### src/rtl/demux_8bit_deserializer.sv
// 1-to-8 demultiplexing deserializer: a 3-bit select counter steers serial bits
// into a shadow word, which is handed off on a registered valid/ready output slot.
module demux_8bit_deserializer #(
  parameter bit LSB_FIRST = 1'b1
) (
  input  logic       clk,
  input  logic       rst_n,
  input  logic       in,
  input  logic       in_valid,
  input  logic       start,
  output logic [7:0] out,
  output logic       out_valid,
  input  logic       out_ready,
  output logic [2:0] sel_cnt,
  output logic       busy,
  output logic       overrun
);

  logic [2:0] sel_q, sel_d;
  logic [7:0] shadow_q, shadow_d;
  logic       busy_q, busy_d;
  logic [7:0] out_q, out_d;
  logic       out_valid_q, out_valid_d;
  logic       overrun_q, overrun_d;

  logic [2:0] base_sel;
  logic [7:0] base_shadow;
  logic       base_busy;
  logic [2:0] idx;
  logic [7:0] word;
  logic       complete;
  logic       slot_free;

  always_comb begin
    // A start realigns first, so a same-cycle bit lands at index 0 of the new word.
    base_sel    = start ? 3'd0 : sel_q;
    base_shadow = start ? 8'h00 : shadow_q;
    base_busy   = start ? 1'b0 : busy_q;
    idx         = LSB_FIRST ? base_sel : (3'd7 - base_sel);
    word        = base_shadow;
    word[idx]   = in;
    complete    = in_valid && (base_sel == 3'd7);
    // Accept-and-refill in the same cycle counts as a free slot.
    slot_free   = !out_valid_q || out_ready;

    sel_d       = base_sel;
    shadow_d    = base_shadow;
    busy_d      = base_busy;
    out_d       = out_q;
    out_valid_d = out_valid_q && !out_ready;
    overrun_d   = start ? 1'b0 : overrun_q;

    if (in_valid) begin
      if (complete) begin
        sel_d    = 3'd0;
        shadow_d = 8'h00;
        busy_d   = 1'b0;
        if (slot_free) begin
          out_d       = word;
          out_valid_d = 1'b1;
        end else begin
          overrun_d = 1'b1;
        end
      end else begin
        sel_d    = base_sel + 3'd1;
        shadow_d = word;
        busy_d   = 1'b1;
      end
    end
  end

  always_ff @(posedge clk) begin
    if (!rst_n) begin
      sel_q       <= 3'd0;
      shadow_q    <= 8'h00;
      busy_q      <= 1'b0;
      out_q       <= 8'h00;
      out_valid_q <= 1'b0;
      overrun_q   <= 1'b0;
    end else begin
      sel_q       <= sel_d;
      shadow_q    <= shadow_d;
      busy_q      <= busy_d;
      out_q       <= out_d;
      out_valid_q <= out_valid_d;
      overrun_q   <= overrun_d;
    end
  end

  assign out       = out_q;
  assign out_valid = out_valid_q;
  assign sel_cnt   = sel_q;
  assign busy      = busy_q;
  assign overrun   = overrun_q;

endmodule

### config.mk
export PLATFORM = sky130hd
export DESIGN_NAME = demux_8bit_deserializer
export DESIGN_NICKNAME = d
export VERILOG_FILES = /design/src/rtl/demux_8bit_deserializer.sv
export SDC_FILE = /design/constraint.sdc
export NUM_CORES = 1
export LEC_CHECK = 0
export BUFFER_PORTS_ARGS = -buffer_cell sky130_fd_sc_hd__buf_4
export CORE_MARGIN = 2
export CORE_UTILIZATION = 45
export CTS_BUF_LIST = sky130_fd_sc_hd__clkbuf_8
export DETAILED_ROUTE_END_ITERATION = 16
export MAX_ROUTING_LAYER = met4
export PLACE_DENSITY = 0.67
export SYNTH_ARGS = -nofsm -noshare
export SYNTH_HDL_FRONTEND = slang
export SYNTH_SLANG_ARGS = --single-unit
### constraint.sdc
create_clock -name clk -period 3.1 [get_ports clk]
set_clock_uncertainty 0.05 [all_clocks]
set_input_delay 0.62 -clock clk [delete_from_list [all_inputs] [get_ports clk]]
set_output_delay 0.62 -clock clk [all_outputs]
set_load 0.02 [all_outputs]
Word level (Yosys, flattened, before mapping) --
Index checks and enable logic that the tools add are counted.
Cells by class: muxes and demuxes 19, add/sub/neg operators 1, reductions and logical operators 8, order comparisons 2, equality and inequality tests 1
Operators by type and width (count):
- $mux W8 | 3
- $mux W1 | 11
- $mux W3 | 3
- $bwmux W8 | 1
- $lt A3 B4 Y1 const B | 1
- $add A3 B1 Y3 const B | 1
- $demux W1 S3 | 1
- $eq A3 B3 Y1 const B | 1
- $ge A3 B1 Y1 const B | 1
- $logic_and A1 B1 Y1 | 3
- $reduce_and A3 Y1 | 1
- $logic_not A1 Y1 | 2
- $reduce_bool A2 Y1 | 1
- $logic_or A1 B1 Y1 | 1
Word-level totals: input port bits 6, logic and storage cells 37, register bits 22

Depth between registers and ports, before layout --
Gate-level depths: netlist of run 1.
word-level depth 8, mapped depth 5, mapped depth without buffers 3

Worst setup path after synthesis of run 1 --
Ideal clock, no wire load.
kind input port to flip-flop, start input out_ready, end register out_q[0], in the netlist out[0], stages 5, arrival 1.556 ns, buffers on the path 2, setup slack 1.422 ns, library setup time 0.072 ns, cell sequence nand2b_1 > clkbuf_1 > and3_2 > clkbuf_1 > mux2i_1
Between the ends: longest elaborated chain between the ends 2
RTL lines:
- start: declaration | RTL line 13 | input logic out_ready,
- $logic_or A1 B1 Y1 | RTL line 44 | slot_free = !out_valid_q || out_ready;
- $reduce_and A3 Y1 (no source line)
- end signal: assignment | RTL line 84 | out_q <= out_d;
- end: declaration | RTL line 22 | logic [7:0] out_q, out_d;
Every way passes these cells. A chain may end at the register's enable or synchronous reset.

Worst setup path after layout of run 1 --
start register sel_q[1], in the netlist sel_cnt[1], end register out_q[0], in the netlist out[0]
Between the ends: longest elaborated chain between the ends 6, elaborated cells between the ends (all ways) 10, classes of those cells order compare (2); eq/ne (1); mux (4); reduce/logical (3)
RTL lines:
- start: declaration | RTL line 19 | logic [2:0] sel_q, sel_d;
- start signal: assignment | RTL line 81 | sel_q <= sel_d;
- $mux W3 * | RTL line 36 | base_sel = start ? 3'd0 : sel_q;
- $lt A3 B4 Y1 (implied by the code) / $ge A3 B1 Y1 (equally long branches) | RTL line 41 | word[idx] = in;
- $logic_and A1 B1 Y1 (implied by the code) | RTL line 41
- $mux W1 (implied by the code) | RTL line 41
- $demux W1 S3 | RTL line 41
- $bwmux W8 | RTL line 41
Every way passes the cells marked *; elsewhere a longest branch is shown, timed or not.

==> impl_metrics.csv, run 1 <==
group,metric,value,unit
yosys,yosysWarningCount,0,
setup_path,cp_num_buf_inv,0,
grt,globalRoute.totalOverflow,0,
floorplanning,io_pins,20,
layout,finalInstanceArea,0.00119,mm2
layout,nets,129,
setup_path,crit_chain,"and4b_1 -> and3_2 -> mux2i_1",
detailed_routing,dr_wl_met2,998,um
detailed_routing,wl_met3,78,um
yosys,synth_area,995,um2
grt,antenna_found_initial,0,
clock_tree,cts_hold_buf,0,
detailed_routing,routedWlPerCell,14.0,um
grt,grt_max_degree,21,
yosys,syn_nets,115,
layout,n_antenna_cell,0,
sta,timing.final.crit_share,59.0,%
grt,grt_pass1_wl,3590,um
setup_path,end_kind,"flop",
place,place.gp.congestion,0.752,
clock_tree,clk_root_buffer_cell,"clkbuf_8",
floorplanning,die_area,0.00260,mm2
layout,final_common_cell,"dfxtp_1",
sta,tightest_slew,0.569,ns
setup_path,critPathKind,"flop to flop",
detailed_routing,drt_wl_total,2100,um
sta,drv_slew,0,
place,hpwlAfterDp,1430,um
setup_path,critPathArrivalTime,1.97,ns
grt,grt_pass1_vias,797,
yosys,synthDistinctLibCells,31,
sta,post-route-min-period,1.83,ns
setup_path,worstPathMaxFanout,14,
sta,rsz0062_at_grt,"false",
place,place_area,0.00112,mm2
floorplanning,core-area,0.00215,mm2
yosys,synth_cells,109,
power_and_ir_drop,pwr-share-comb,6.4,%
detailed_routing,met1_length,953,um
min_path,hold_path_class,"flop to flop",
yosys,synth_seq_cells,22,
detailed_routing,first_pass_iters,4,
power_and_ir_drop,ir_drop,0.255,mV
detailed_routing,avgViaCountPerCell,5.57,
setup_path,crit_family,"simple AND/OR/NAND/NOR gates",
clock_tree,clk-insertion-delay-late,0.26,ns
job,drv_cap,0,
clock_tree,cts_tree,"built",
floorplanning,rows,17,
floorplanning,initial_core_util,46.3,%
setup_path,crit_path_max_incr_delay,0.64,ns
detailed_routing,ant_nets,0,
detailed_routing,drt_iter0_markers,10,
power_and_ir_drop,pwr-share-seq,48.7,%
floorplanning,die_h,51.0,um
yosys,ys_seq_area_share,44.3,%
status,status,"finished clean",
layout,area_delta_synth_final,19.9,%
clock_tree,clkTransAtPathRegs,0.08,ns
power_and_ir_drop,leakage,0.473,nW
sta,hold_viol,0,
detailed_routing,top_layer,"met4",
setup_path,required,3.25,ns
power_and_ir_drop,pwr_density_cell,503,mW/mm2
power_and_ir_drop,switching_share,20.8,%
yosys,avgSynthCellArea,9.13,um2
layout,final_cell_mix,"22 x dfxtp_1, 19 x buf_4, 10 x nand2_1",
power_and_ir_drop,p_clk_share,44.9,%
detailed_routing,drc,0,
sta,slew_headroom,62.0,%
clock_tree,clock-sinks,22,
power_and_ir_drop,p_switching,125,uW
clock_tree,cts.path.max_buffers,2,
clock_tree,ctsHtreeMaxLevel,1,
detailed_routing,num_vias,835,
setup_path,start_kind,"flop",
clock_tree,cts_buffers,3,
layout,drive_above_1_share,21.3,%
place,place.port_buffers,19,
sta,finalSetupTns,0,ns
sta,fmax,547,MHz
power_and_ir_drop,internal_power,475,uW
floorplanning,dieWidth,51.0,um
clock_tree,cts_resized,0,
clock_tree,post_cts_buffers,0,
grt,grt_usage,19.4,%
sta,setup_violations,0,
setup_path,critPathSlowestCell,"dfxtp_1",
cell type report:
type	count	area [um2]
clock buffers	3	41.3
clock inverters	1	30.0
fillers	198	956
inverters	2	7.51
multi-input cells	75	495
flip-flops and latches	22	440
well taps	28	35.0
repair buffers	19	143
worst reg2reg max path: stages (launching register included):
cell and delay, ns:
dfxtp_1 0.64, and4b_1 0.51, and3_2 0.36, mux2i_1 0.20
Yosys cell counts:
library cell / n / area, um2
nand2_1: 10 / 37.5
nand3b_1: 3 / 22.5
a21oi_1: 3 / 15.0
clkbuf_1: 6 / 22.5
and4b_1: 1 / 10.0
a211oi_1: 7 / 52.6
dfxtp_1: 22 / 440
buf_6: 1 / 11.3
and3_2: 1 / 7.51
nor2b_1: 1 / 6.26
o31ai_1: 1 / 7.51
nor2_1: 6 / 22.5
xor2_1: 2 / 17.5
nand3_1: 4 / 20.0
and2b_2: 2 / 17.5
nor3b_1: 4 / 30.0
a31oi_1: 7 / 43.8
buf_2: 1 / 5.00
buf_4: 1 / 7.51
mux2i_1: 9 / 90.1
xnor2_1: 1 / 8.76
o21ai_0: 5 / 25.0
a32oi_1: 1 / 8.76
or4b_1: 1 / 10.0
inv_1: 2 / 7.51
a22oi_1: 1 / 7.51
nand2b_1: 1 / 6.26
and3_1: 1 / 6.26
nor3_1: 1 / 5.00
nand4b_1: 2 / 17.5
clkbuf_2: 1 / 5.00
metrics by stage:
step	hold slack [ns]	worst slack, ns	cells	power, mW	util [%]
after floorplan	0.374	1.42	109	0.323	-
after CTS	0.411	1.29	150	0.602	55.5
after global routing	0.431	1.14	150	0.622	55.5
after global placement	0.385	1.23	146	0.337	52.2
after detailed placement	0.393	1.18	146	0.337	52.2
final	0.406	1.27	150	0.600	55.5
final timing paths:
check	startpoint	endpoint	slack (ns)	cells past startpoint
setup reg to reg	sel_cnt[1]	out[0]	1.27	3
hold / removal	shadow_q[4]	shadow_q[4]	0.41	2
hold reg to reg	shadow_q[4]	shadow_q[4]	0.41	2
setup / recovery	sel_cnt[1]	out[0]	1.27	3
state kept, by name (all words and copies together) (netlist names):
| signal | cells |
|---|---|
| busy | 1 |
| shadow_q | 8 |
| sel_cnt | 3 |
| out_valid | 1 |
| overrun | 1 |
| out | 8 |
layer usage:
metal	vias up	global-route usage, %
met3	7	5.26
li1	417	-
met2	13	27.1
met5	-	-
met4	0	12.6
met1	398	24.5
power groups by stage:
stage          registers, mW  clock network [mW]  logic, mW
2_1_floorplan          0.297                   0     0.0259
3_3_place_gp           0.299                   0     0.0380
3_5_place_dp           0.299                   0     0.0383
4_1_cts                0.292               0.271     0.0384
5_1_grt                0.294               0.286     0.0421
6_report               0.292               0.269     0.0383
cells by family after synthesis:
family / synth area share [%]
AOI/OAI and AO/OA: 16.1
xor gates and xnor gates: 2.64
buffers and inverters: 5.91
DFF: 44.3
muxes: 9.06
and+or+nand+nor: 22.0
(Power assumes the default switching activity.)
==> run 2: changes to the inputs <==
==> constraint.sdc (replaced) <==
create_clock -name clk -period 1.75 [get_ports clk]
set_clock_uncertainty 0.05 [all_clocks]
set_input_delay 0.35 -clock clk [delete_from_list [all_inputs] [get_ports clk]]
set_output_delay 0.35 -clock clk [all_outputs]
set_load 0.02 [all_outputs]
==> run 2 against run 1 <==
  * Cell count is 4.0% higher
  * Worst setup slack worse by 0.99 ns
  * Worst hold slack lost 0.080 ns
  * Sequential share of layout area is 0.68 points lower
  * Sequential power up 75%
  * Combinational power up 120%
  * Flip-flop and latch count did not move
  * Via count increased by 1.9%
  * Cell area grew 1.9%
  * Highest routed layer unchanged
==> impl_metrics.csv, run 2 (synthesized netlist as in run 1, its figures left out) <==
group,metric,value,unit
clock_tree,cts_hold_buf,0,
setup_path,required,1.84,ns
clock_tree,post_cts_buffers,0,
layout,final_cell_mix,"26 x buf_4, 22 x dfxtp_1, 10 x nand2_1",
sta,hold_ws,0.326,ns
setup_path,end_kind,"flop",
clock_tree,clk_root_buffer_cell,"clkbuf_8",
detailed_routing,num_vias,851,
sta,post-route-min-period,1.47,ns
detailed_routing,ant_nets,0,
grt,grt_pass1_wl,3420,um
place,hpwlAfterDp,1550,um
clock_tree,ctsHtreeMaxLevel,1,
setup_path,critPathArrivalTime,1.55,ns
detailed_routing,drt_wl_total,2110,um
detailed_routing,avgViaCountPerCell,5.46,
grt,grt_max_degree,21,
place,place.port_buffers,19,
layout,nets,136,
setup_path,timing.rr.start,"sel_cnt[1]",
power_and_ir_drop,leakage,0.495,nW
sta,fmax,681,MHz
sta,slew_headroom,75.4,%
power_and_ir_drop,pwr_density_cell,735,mW/mm2
clock_tree,cts.path.max_buffers,2,
floorplanning,dieWidth,51.0,um
layout,drive_above_1_share,25.0,%
floorplanning,initial_core_util,46.3,%
min_path,hold_end,"overrun",
sta,setup_violations,0,
sta,tightest_slew,0.369,ns
min_path,hold_path_class,"input port to flop",
sta,timing.final.crit_share,83.9,%
clock_tree,clock-sinks,22,
grt,grt_usage,17.9,%
place,place.gp.congestion,0.838,
layout,n_antenna_cell,0,
floorplanning,die_h,51.0,um
layout,area_delta_synth_final,22.1,%
min_path,holdPathStages,3,
clock_tree,cts_tree,"built",
setup_path,reg2reg_to,"shadow_q[2]",
clock_tree,clk-insertion-delay-late,0.25,ns
floorplanning,rows,17,
detailed_routing,first_pass_iters,4,
setup_path,worstPathMaxFanout,8,
detailed_routing,routedWlPerCell,13.5,um
grt,globalRoute.totalOverflow,0,
place,dp.cells,153,
grt,antenna_found_initial,0,
floorplanning,die_area,0.00260,mm2
layout,final_common_cell,"buf_4",
sta,rsz0062_at_grt,"false",
setup_path,start_kind,"flop",
layout,fill_cells,201,
grt,grt_pass1_vias,759,
detailed_routing,drc,0,
clock_tree,cts_buffers,3,
floorplanning,io_pins,20,
min_path,worstHoldStart,"out_ready",
clock_tree,clkTransAtPathRegs,0.07,ns
status,status,"finished clean",
sta,finalSetupTns,0,ns
detailed_routing,drt_iter0_markers,7,
floorplanning,core-area,0.00215,mm2
sta,drv_slew,0,
layout,finalInstanceArea,0.00121,mm2
layout,utilization,56.6,%
place,place_area,0.00117,mm2
job,drv_cap,0,
setup_path,critPathKind,"flop to flop",
setup_path,r2r_slack,0.28,ns
sta,hold_viol,0,
power_and_ir_drop,ir_drop,0.438,mV
clock_tree,cts_resized,0,
layout,final_cells,156,
setup_path,r2r_cells,4,
run 2: changes by cell type in the layout (fill, tap and decap cells not counted):
cell and delta:
buf_4 +7, bufinv_16 -1
run 2: worst max path at each step:
stage                          start     endpoint  cells past startpoint
final                     sel_cnt[1]  shadow_q[2]                      4
after global routing      sel_cnt[1]  shadow_q[0]                      4
after CTS                 sel_cnt[1]  shadow_q[2]                      4
after detailed placement       start  shadow_q[0]                      4
after global placement         start  shadow_q[0]                      4
after floorplan           sel_cnt[1]  shadow_q[0]                      4
run 2: area by class of cell:
class                      count  area, um2  share of cell area, %
inverter                       2       7.51                  0.618
timing repair buffer          26        195                   16.1
tap                           28       35.0                   2.88
clock buffer                   3       41.3                   3.40
sequential                    22        440                   36.3
multi-input combinational     75        495                   40.8
run 2: worst max-delay path, cell delays in order, from the launching register on:
cell	delay, ns
dfxtp_1	0.47
buf_4	0.21
nor3b_1	0.24
mux2i_1	0.28
o21ai_0	0.12
run 2: metrics by stage:
| stage | power [mW] | setup slack [ns] |
|---|---|---|
| floorplan | 0.573 | 0.285 |
| global placement | 0.603 | 0.302 |
| detailed placement | 0.605 | 0.243 |
| CTS | 0.897 | 0.283 |
| global route | 0.932 | 0.177 |
| finish | 0.893 | 0.283 |
run 2: power by group:
group | leakage, nW | internal [mW] | switching, mW
Sequential | 0.178 | 0.506 | 0.00478
Clock | 0.0216 | 0.153 | 0.146
Combinational | 0.295 | 0.0361 | 0.0466
Total | 0.495 | 0.695 | 0.197
run 2: metal layers:
layer	vias to the layer above	GRT usage, %	share of wire (%)
li1	435	-	-
met4	0	5.41	0.66
met1	401	21.6	46
met5	-	-	0
met2	13	30.1	50
met3	2	3.51	2.9
